--- src/rtl/frequency_meter_pkg.sv ---
// Shared definitions for the frequency meter.
//   fm_state_t : meter state encoding (idle / waiting for first edge / tracking)
//   FM_SYNC_STAGES : number of synchronizer flops ahead of the edge detector
package frequency_meter_pkg;

  typedef enum logic [1:0] {
    FM_IDLE       = 2'd0,
    FM_WAIT_FIRST = 2'd1,
    FM_TRACK      = 2'd2
  } fm_state_t;

  localparam int FM_SYNC_STAGES = 2;

endpackage

--- src/rtl/sync_edge_detect.sv ---
// Brings an asynchronous signal into the clock_in domain and flags its
// rising edges.
//   clock_in : sampling clock (rising edge)
//   nreset   : asynchronous active-low reset, clears every flop
//   din      : asynchronous input
//   rise     : high for one clock_in cycle per synchronized 0->1 of din
module sync_edge_detect (
  input  logic clock_in,
  input  logic nreset,
  input  logic din,
  output logic rise
);

  logic sync1;
  logic sync2;
  logic dly;

  always_ff @(posedge clock_in or negedge nreset) begin
    if (!nreset) begin
      sync1 <= 1'b0;
      sync2 <= 1'b0;
      dly   <= 1'b0;
    end else begin
      sync1 <= din;
      sync2 <= sync1;
      dly   <= sync2;
    end
  end

  // dly lags sync2 by one cycle, so this is a single-cycle pulse per edge.
  assign rise = sync2 & ~dly;

endmodule

--- src/rtl/frequency_meter.sv ---
// Counts rising edges of clk_meas over a fixed gate window and measures the
// spacing between successive rising edges, both in clock_in cycles.
//   clock_in     : single clock, all state on its rising edge
//   nreset       : asynchronous active-low reset
//   clk_meas     : asynchronous signal under measurement
//   enable       : high runs the meter, low idles it
//   edge_count   : rising edges in the last completed window (saturating)
//   overflow     : the last window's count reached its maximum
//   result_valid : one-cycle strobe, edge_count/overflow carry new values
//                  in the same cycle; no back-pressure, a strobe is never held
//   period       : clock_in cycles between the last two rising edges
//   period_valid : period holds a real (unsaturated, non-stalled) measurement
//   no_signal    : no rising edge for 2^PERIOD_W-1 cycles
//   state_dbg    : current meter state (fm_state_t encoding)
module frequency_meter
  import frequency_meter_pkg::*;
#(
  parameter int GATE_CYCLES = 1000,
  parameter int COUNT_W     = 16,
  parameter int PERIOD_W    = 16
) (
  input  logic                clock_in,
  input  logic                nreset,
  input  logic                clk_meas,
  input  logic                enable,
  output logic [COUNT_W-1:0]  edge_count,
  output logic                overflow,
  output logic                result_valid,
  output logic [PERIOD_W-1:0] period,
  output logic                period_valid,
  output logic                no_signal,
  output logic [1:0]          state_dbg
);

  localparam int GATE_W = $clog2(GATE_CYCLES);
  localparam logic [GATE_W-1:0]   GATE_LAST  = GATE_W'(GATE_CYCLES - 1);
  localparam logic [COUNT_W-1:0]  COUNT_MAX  = '1;
  localparam logic [PERIOD_W-1:0] PERIOD_MAX = '1;

  fm_state_t           state;
  logic [GATE_W-1:0]   gate_cnt;
  logic [COUNT_W-1:0]  edge_acc;
  logic                ovf_acc;
  logic [PERIOD_W-1:0] per_cnt;
  logic                rise;

  logic                gate_last;
  logic [COUNT_W-1:0]  edge_next;
  logic                edge_sat;

  sync_edge_detect u_sync (
    .clock_in (clock_in),
    .nreset   (nreset),
    .din      (clk_meas),
    .rise     (rise)
  );

  // edge_next already includes a rise landing in the closing cycle, so that
  // edge is credited to the window that is ending.
  always_comb begin
    gate_last = (gate_cnt == GATE_LAST);
    edge_next = edge_acc;
    if (rise && (edge_acc != COUNT_MAX)) begin
      edge_next = edge_acc + 1'b1;
    end
    edge_sat = (edge_next == COUNT_MAX);
  end

  always_ff @(posedge clock_in or negedge nreset) begin
    if (!nreset) begin
      state        <= FM_IDLE;
      gate_cnt     <= '0;
      edge_acc     <= '0;
      ovf_acc      <= 1'b0;
      per_cnt      <= '0;
      edge_count   <= '0;
      overflow     <= 1'b0;
      result_valid <= 1'b0;
      period       <= '0;
      period_valid <= 1'b0;
      no_signal    <= 1'b0;
    end else if (!enable) begin
      // Dropping enable discards any partial window; published results hold.
      state        <= FM_IDLE;
      gate_cnt     <= '0;
      edge_acc     <= '0;
      ovf_acc      <= 1'b0;
      per_cnt      <= '0;
      result_valid <= 1'b0;
      period_valid <= 1'b0;
      no_signal    <= 1'b0;
    end else begin
      case (state)
        FM_IDLE: begin
          // Counters are already clear; the first window starts next cycle.
          state        <= FM_WAIT_FIRST;
          result_valid <= 1'b0;
        end
        default: begin
          result_valid <= gate_last;
          gate_cnt     <= gate_last ? '0 : gate_cnt + 1'b1;

          if (gate_last) begin
            edge_count <= edge_next;
            overflow   <= ovf_acc | edge_sat;
            edge_acc   <= '0;
            ovf_acc    <= 1'b0;
          end else begin
            edge_acc <= edge_next;
            ovf_acc  <= ovf_acc | edge_sat;
          end

          if (state == FM_WAIT_FIRST) begin
            if (rise) begin
              per_cnt <= PERIOD_W'(1);
              state   <= FM_TRACK;
            end
          end else if (rise) begin
            // A saturated per_cnt is reported but never marked valid.
            period       <= per_cnt;
            period_valid <= !no_signal && (per_cnt != PERIOD_MAX);
            per_cnt      <= PERIOD_W'(1);
            no_signal    <= 1'b0;
          end else if (per_cnt == PERIOD_MAX) begin
            no_signal <= 1'b1;
          end else begin
            per_cnt <= per_cnt + 1'b1;
          end
        end
      endcase
    end
  end

  assign state_dbg = state;

endmodule
--- config.mk ---
export PLATFORM = sky130hd
export DESIGN_NAME = frequency_meter
export DESIGN_NICKNAME = d
export VERILOG_FILES = /design/src/rtl/frequency_meter_pkg.sv /design/src/rtl/sync_edge_detect.sv /design/src/rtl/frequency_meter.sv
export SDC_FILE = /design/constraint.sdc
export NUM_CORES = 1
export LEC_CHECK = 0
export ABC_AREA = 1
export CAP_MARGIN = 20
export CORE_AREA = 3 3 88 90
export CTS_CLUSTER_DIAMETER = 50
export DETAILED_ROUTE_END_ITERATION = 10
export DIE_AREA = 0 0 91 93
export PLACE_DENSITY = 0.83
export SETUP_SLACK_MARGIN = 0.02
export SLEW_MARGIN = 20
export SYNTH_ARGS = -nofsm -noshare
export SYNTH_HDL_FRONTEND = slang
export SYNTH_SLANG_ARGS = --single-unit
--- constraint.sdc ---
create_clock -name clock_in -period 3.6 [get_ports clock_in]
set_clock_uncertainty 0.1 [all_clocks]
set_input_delay 0.54 -clock clock_in [delete_from_list [all_inputs] [get_ports clock_in]]
set_output_delay 0.54 -clock clock_in [all_outputs]
set_load 0.05 [all_outputs]
## After elaboration in Yosys (flattened, before gate mapping)

Cells that the tools add are included.
Widths: inputs -> output; s select.

| word-level totals | value |
|---|---|
| register bits | 84 |
| latch bits | 0 |
| bits in writable memories | 0 |
| memory bits (read-only) | 0 |
| input port bits | 4 |
| output and inout bits | 38 |
| word-level logic and storage cells | 77 |
| memories | 0 |

| operators by class | value |
|---|---|
| add/sub/neg operators | 3 |
| $mul | 0 |
| div/mod/pow operators | 0 |
| $lt $le $gt $ge | 0 |
| equal/unequal tests | 14 |
| shift-type cells | 0 |
| mux-type cells | 31 |
| bitwise gates (word level) | 5 |
| reduce and logical (&&, ||, !) cells | 10 |

Operator list:

| kind | number |
|---|---|
| $mux 16 | 10 |
| $add 16x1->16 const B | 2 |
| $eq 16x16->1 const B | 2 |
| $ne 16x16->1 const B | 2 |
| $mux 10 | 3 |
| $mux 1 | 14 |
| $reduce_and 3->1 | 4 |
| $add 10x1->10 const B | 1 |
| $eq 10x10->1 const B | 1 |
| $ne 3x1->1 const B | 3 |
| $mux 2 | 4 |
| $ne 3x3->1 const B | 2 |
| $ne 2x2->1 const B | 2 |
| $reduce_and 4->1 | 1 |
| $not 1->1 | 3 |
| $eq 2x1->1 const B | 1 |
| $logic_and 1x1->1 | 2 |
| $logic_not 2->1 | 1 |
| $ne 2x1->1 const B | 1 |
| $reduce_and 2->1 | 1 |
| $and 1x1->1 | 1 |
| $logic_not 1->1 | 1 |
| $or 1x1->1 | 1 |

## Logic depth before layout (Yosys ltp)

| depth | value |
|---|---|
| word-level depth | 9 |
| depth in mapped cells | 16 |
| depth with buffers taken out | 16 |

## Modules after synthesis

From an unflattened synthesis, not the netlist that was laid out.

| unflattened totals | value |
|---|---|
| cell total of the unflattened synthesis | 558 |
| area, all modules | 4349.2 um^2 |

Modules (own cells, without submodules):

| module | times used | cells each | area each (um^2) | sequential area each (um^2) |
|---|---|---|---|---|
| frequency_meter | 1 | 553 | 4264.1 | 2026.9 |
| sync_edge_detect | 1 | 5 | 85.1 | 75.1 |

## Least setup slack after synthesis

OpenSTA, ideal clock, no wires.

| timing path | value |
|---|---|
| kind | reg2reg |
| start | register state[0] (netlist: state_dbg[0]) |
| end | register per_cnt[10] |
| library setup time | 0.120 ns |
| arrival | 1.762 ns |
| data required time | 3.380 ns |
| slack | 1.618 ns |
| stages on the path, launching flop included | 11 |
| buffers on the path | 1 |
| period minus slack after synthesis | 1.982 ns |
| path through | dfrtp_1 > inv_1 > nor2_1 > inv_1 > a21oi_1 > nor2_1 > buf_4 > nand2_1 > nor2_1 > o21ai_0 > nor2_1 |

| between the ends | value |
|---|---|
| longest elaborated chain between the ends | 4 |
| elaborated cells on any way between the ends | 8 |
| classes of those cells | 3 x eq/ne; 3 x mux; 2 x reduce/logical |

RTL lines:

| item | RTL line | RTL |
|---|---|---|
| from (decl) | frequency_meter.sv:40 | `fm_state_t state;` |
| from (signal assigned) | frequency_meter.sv:71 | `state <= FM_IDLE;` |
| from (signal assigned) | frequency_meter.sv:84 | `state <= FM_IDLE;` |
| from (signal assigned) | frequency_meter.sv:96 | `state <= FM_WAIT_FIRST;` |
| $eq 2x1->1 | frequency_meter.sv:113 | `if (state == FM_WAIT_FIRST) begin` |
| $mux 16 | frequency_meter.sv:113 |  |
| $mux 16 | frequency_meter.sv:93 | `case (state)` |
| $mux 16 | frequency_meter.sv:82 | `end else if (!enable) begin` |
| to (signal assigned) | frequency_meter.sv:127 | `per_cnt <= per_cnt + 1'b1;` |
| to (decl) | frequency_meter.sv:44 | `logic [PERIOD_W-1:0] per_cnt;` |

Several ways; a longest one is shown, not always the timed one. The select of a mux whose other input is x is not followed.
A chain may end at the register's enable or synchronous reset.

## Worst setup path in the final report

| timing path | value |
|---|---|
| start | input port enable |
| end | register per_cnt[7] |

| between the ends | value |
|---|---|
| longest elaborated chain between the ends | 2 |
| elaborated cells on any way between the ends | 5 |
| classes of those cells | 3 x eq/ne; 1 x mux; 1 x reduce/logical |

RTL lines:

| item | RTL line | RTL |
|---|---|---|
| from (decl) | frequency_meter.sv:25 | `input logic enable,` |
| $ne 3x3->1 (no source line) / $ne 2x2->1 (equally long branches) | -- |  |
| $reduce_and 3->1 (no source line) | -- |  |

Several ways; a longest one is shown, not always the timed one.

==> results.cfg <==
[status]
outcome = finished clean

[clock_tree]
cts_hold_buf = 0
insertion_delay_ps = 360
clock_path_buffers = 2
cts_buffers = 9
post_cts_buffers = 0
cts_resized = 0
htree_levels = 3
cts_root_buffer = clkbuf_8
clk_pin_slew_worst_paths_ps = 90
cts_tree = built
cts_sinks = 84

[sta]
drv_slew = 0
worstMarginPinSlew_ps = 863
finalCriticalPeriod_ps = 2390
setup-tns-final_ps = 0
timing.final.ws_setup_ps = 1210
layout_worst_path_cycle_share = 0.665
hold_viol = 0
rsz0062_at_grt = false
fmaxAchievable_ghz = 0.418
slew_headroom = 0.423
hold_slack_ps = 109
setup_violations = 0

[synth]
ys_ff_latch = 84
synthAdderAreaFrac = 0.00883
yosys.area_share.simple = 0.282
synth_edf_count = 0
synth.area.mux_share = 0
synth_area_leaders = dfrtp_1, nand2_1, o21ai_0, inv_1, nor2_1
synth_top_cell_by_area = dfrtp_1
ys_seq_area_frac = 0.495
synth_cell_type_count = 32
synthXorXnorAreaFrac = 0.0185
synth_common_cells = nand2_1, dfrtp_1, inv_1
synth_top_family_by_area = simple AND/OR/NAND/NOR gates
synth_top_area_frac = 0.495
synth-compound-area-share = 0.127
postSynthAreaPerCell_sq_um = 7.83
ys.flop_type = dfrtp_1
synthesis.area_sq_um = 4250
syn_inst = 543
yosysMostFrequentCell = nand2_1
yosysWarnings = 0
syn_nets = 550
async_flop_share = 1.00

[global_route]
antenna_found_initial = 0
grt_pass1_wl_mm = 17.9
grt_usage = 0.262
grt_overflow = 0
grt_pass1_vias = 3884
grt_max_degree = 85

[floorplanning]
die_w_um = 91
dieHeight_um = 93
dieArea_sq_um = 8460
ios = 42
fp-row-count = 31
fp.coreArea_sq_um = 7140
initial_core_util = 0.596

[worst_setup_path]
regToRegSetupSlack_ps = 1280
worst_path_most_repeated_cell = buf_4
crit_chain = clkdlybuf4s50_1, nand2_1, buf_4, inv_1, nor2_1, buf_4, nand3_1, o21ai_0, a21oi_1
path_max_fanout = 22
startpoint_type = input pin
path_depth = 9
cp_slowest_cell = clkdlybuf4s50_1
reg2reg_to = overflow$_DFFE_PN0P_
cp.required_ps = 3730
crit_path_end_kind = register
worstSetupPathType = in2reg
cp.arrival_ps = 2530
path_buf_inv = 4
r2r-start = edge_acc[0]$_DFFE_PN0N_
slowest_delay_ps = 530
crit_family = buffers and inverters
reg2reg_depth = 15

[drt]
antenna_left = 0
wire_per_inst_um = 15.4
vias_per_cell = 5.61
dr.pass1.iters = 5
drc = 0
vias = 3858
drt_wl_total_mm = 10.6
drt_iter0_drc = 326

[place]
routabilityCongestion = 0.862
dpl_cell_area_sq_um = 4750
hpwl_mm = 7.19
port_buffers = 41
dp_slack_ps = 876

[pwr]
p_int_mw = 1.56
vdd_ir_drop_max_uv = 307
leakage_nw = 2.18
powerDensity_nw_per_um2 = 416
pwr-share-comb = 0.101
netSwitchingFraction = 0.254
power.total_mw = 2.08
p_switching_mw = 0.529
clkPwrFrac = 0.425
pwr-share-seq = 0.475

[run]
maxCapViolCount = 0

[layout]
diodes = 0
post-route-cell-area_sq_um = 5010
area_growth_pct = 17.9
nNetsFinal = 592
drive_gt1_frac = 0.0662

[hold_path]
min_path_type = in2async
[area by class of cell]
cell class,instances,area [sq um]
tap,99,124
timing repair buffer,43,427
sequential,84,2100
inverter,65,244
clock buffer,9,124
clock inverter,6,136
fill,560,2130
multi-input combinational,382,1850
[layout by cell type, fill, tap and decap left out, types with 2 or more instances in the layout]
master             n
nand2_1          142
dfrtp_1           84
inv_1             64
nor2_1            58
o21ai_0           53
clkdlybuf4s50_1   40
nand3_1           31
o22ai_1           20
a21oi_1           12
nand4_1           11
xor2_1             9
clkbuf_8           9
nand2_2            8
nor3_1             8
nor2_2             5
nor2_4             5
o31ai_1            4
bufinv_16          4
ha_1               3
nor4_1             2
and3_1             2
buf_4              2
[cells by family (layout without fill, tap and decap cells)]
group / after synthesis / after routing
simple gates: 274 / 274
compound gates: 96 / 96
flops: 84 / 84
buf+inv: 77 / 123
xor+xnor: 9 / 9
fa+ha+maj: 3 / 3
[how the worst max path moves through the flow]
stage,start,to
6_report,enable,per_cnt[7]$_DFFE_PN0P_
5_1_grt,enable,per_cnt[7]$_DFFE_PN0P_
4_1_cts,enable,edge_count[2]$_DFFE_PN0P_
3_5_place_dp,enable,edge_count[2]$_DFFE_PN0P_
3_3_place_gp,enable,per_cnt[7]$_DFFE_PN0P_
2_1_floorplan,state_dbg[0]$_DFFE_PN0P_,per_cnt[10]$_DFFE_PN0P_
[stage by stage]
stage               utilization  cells
floorplan                     -    543
global route              0.702    688
CTS                       0.702    688
finish                    0.702    688
global placement          0.665    673
detailed placement        0.665    673
[worst reg2reg max path: stages (launching register included)]
cell	delay (ps)
dfrtp_1	430
ha_1	260
inv_1	110
nor2_4	140
nand2_2	110
nor2_4	180
nor2_4	80
nand2_1	110
nand2_2	80
nor2_1	110
nand2_1	60
nor2_1	190
nand2_1	100
nand2_1	70
nand2_1	50
nand2_1	70
[layer usage]
metal,vias up,part of all wire,track usage
met2,143,0.51,0.460
met4,0,0.027,0.116
met3,27,0.039,0.0346
li1,1860,-,-
met1,1828,0.42,0.325
met5,-,0,0
[power by group through the flow]
stage | logic (mW) | clock network [mW] | registers, mW
2_1_floorplan | 0.0829 | 0 | 1.05
6_report | 0.210 | 0.885 | 0.990
4_1_cts | 0.209 | 0.891 | 0.990
3_5_place_dp | 0.207 | 0 | 1.01
5_1_grt | 0.228 | 0.925 | 0.994
3_3_place_gp | 0.202 | 0 | 1.01
[flip-flops by register name, indices dropped and copies added, names as in the netlist]
signal / flops
no_signal: 1
gate_cnt: 10
u_sync.sync2: 1
u_sync.sync1: 1
period_valid: 1
state_dbg: 2
u_sync.dly: 1
period: 16
overflow: 1
per_cnt: 16
ovf_acc: 1
edge_count: 16
edge_acc: 16
result_valid: 1
(Power assumes the default switching activity.)
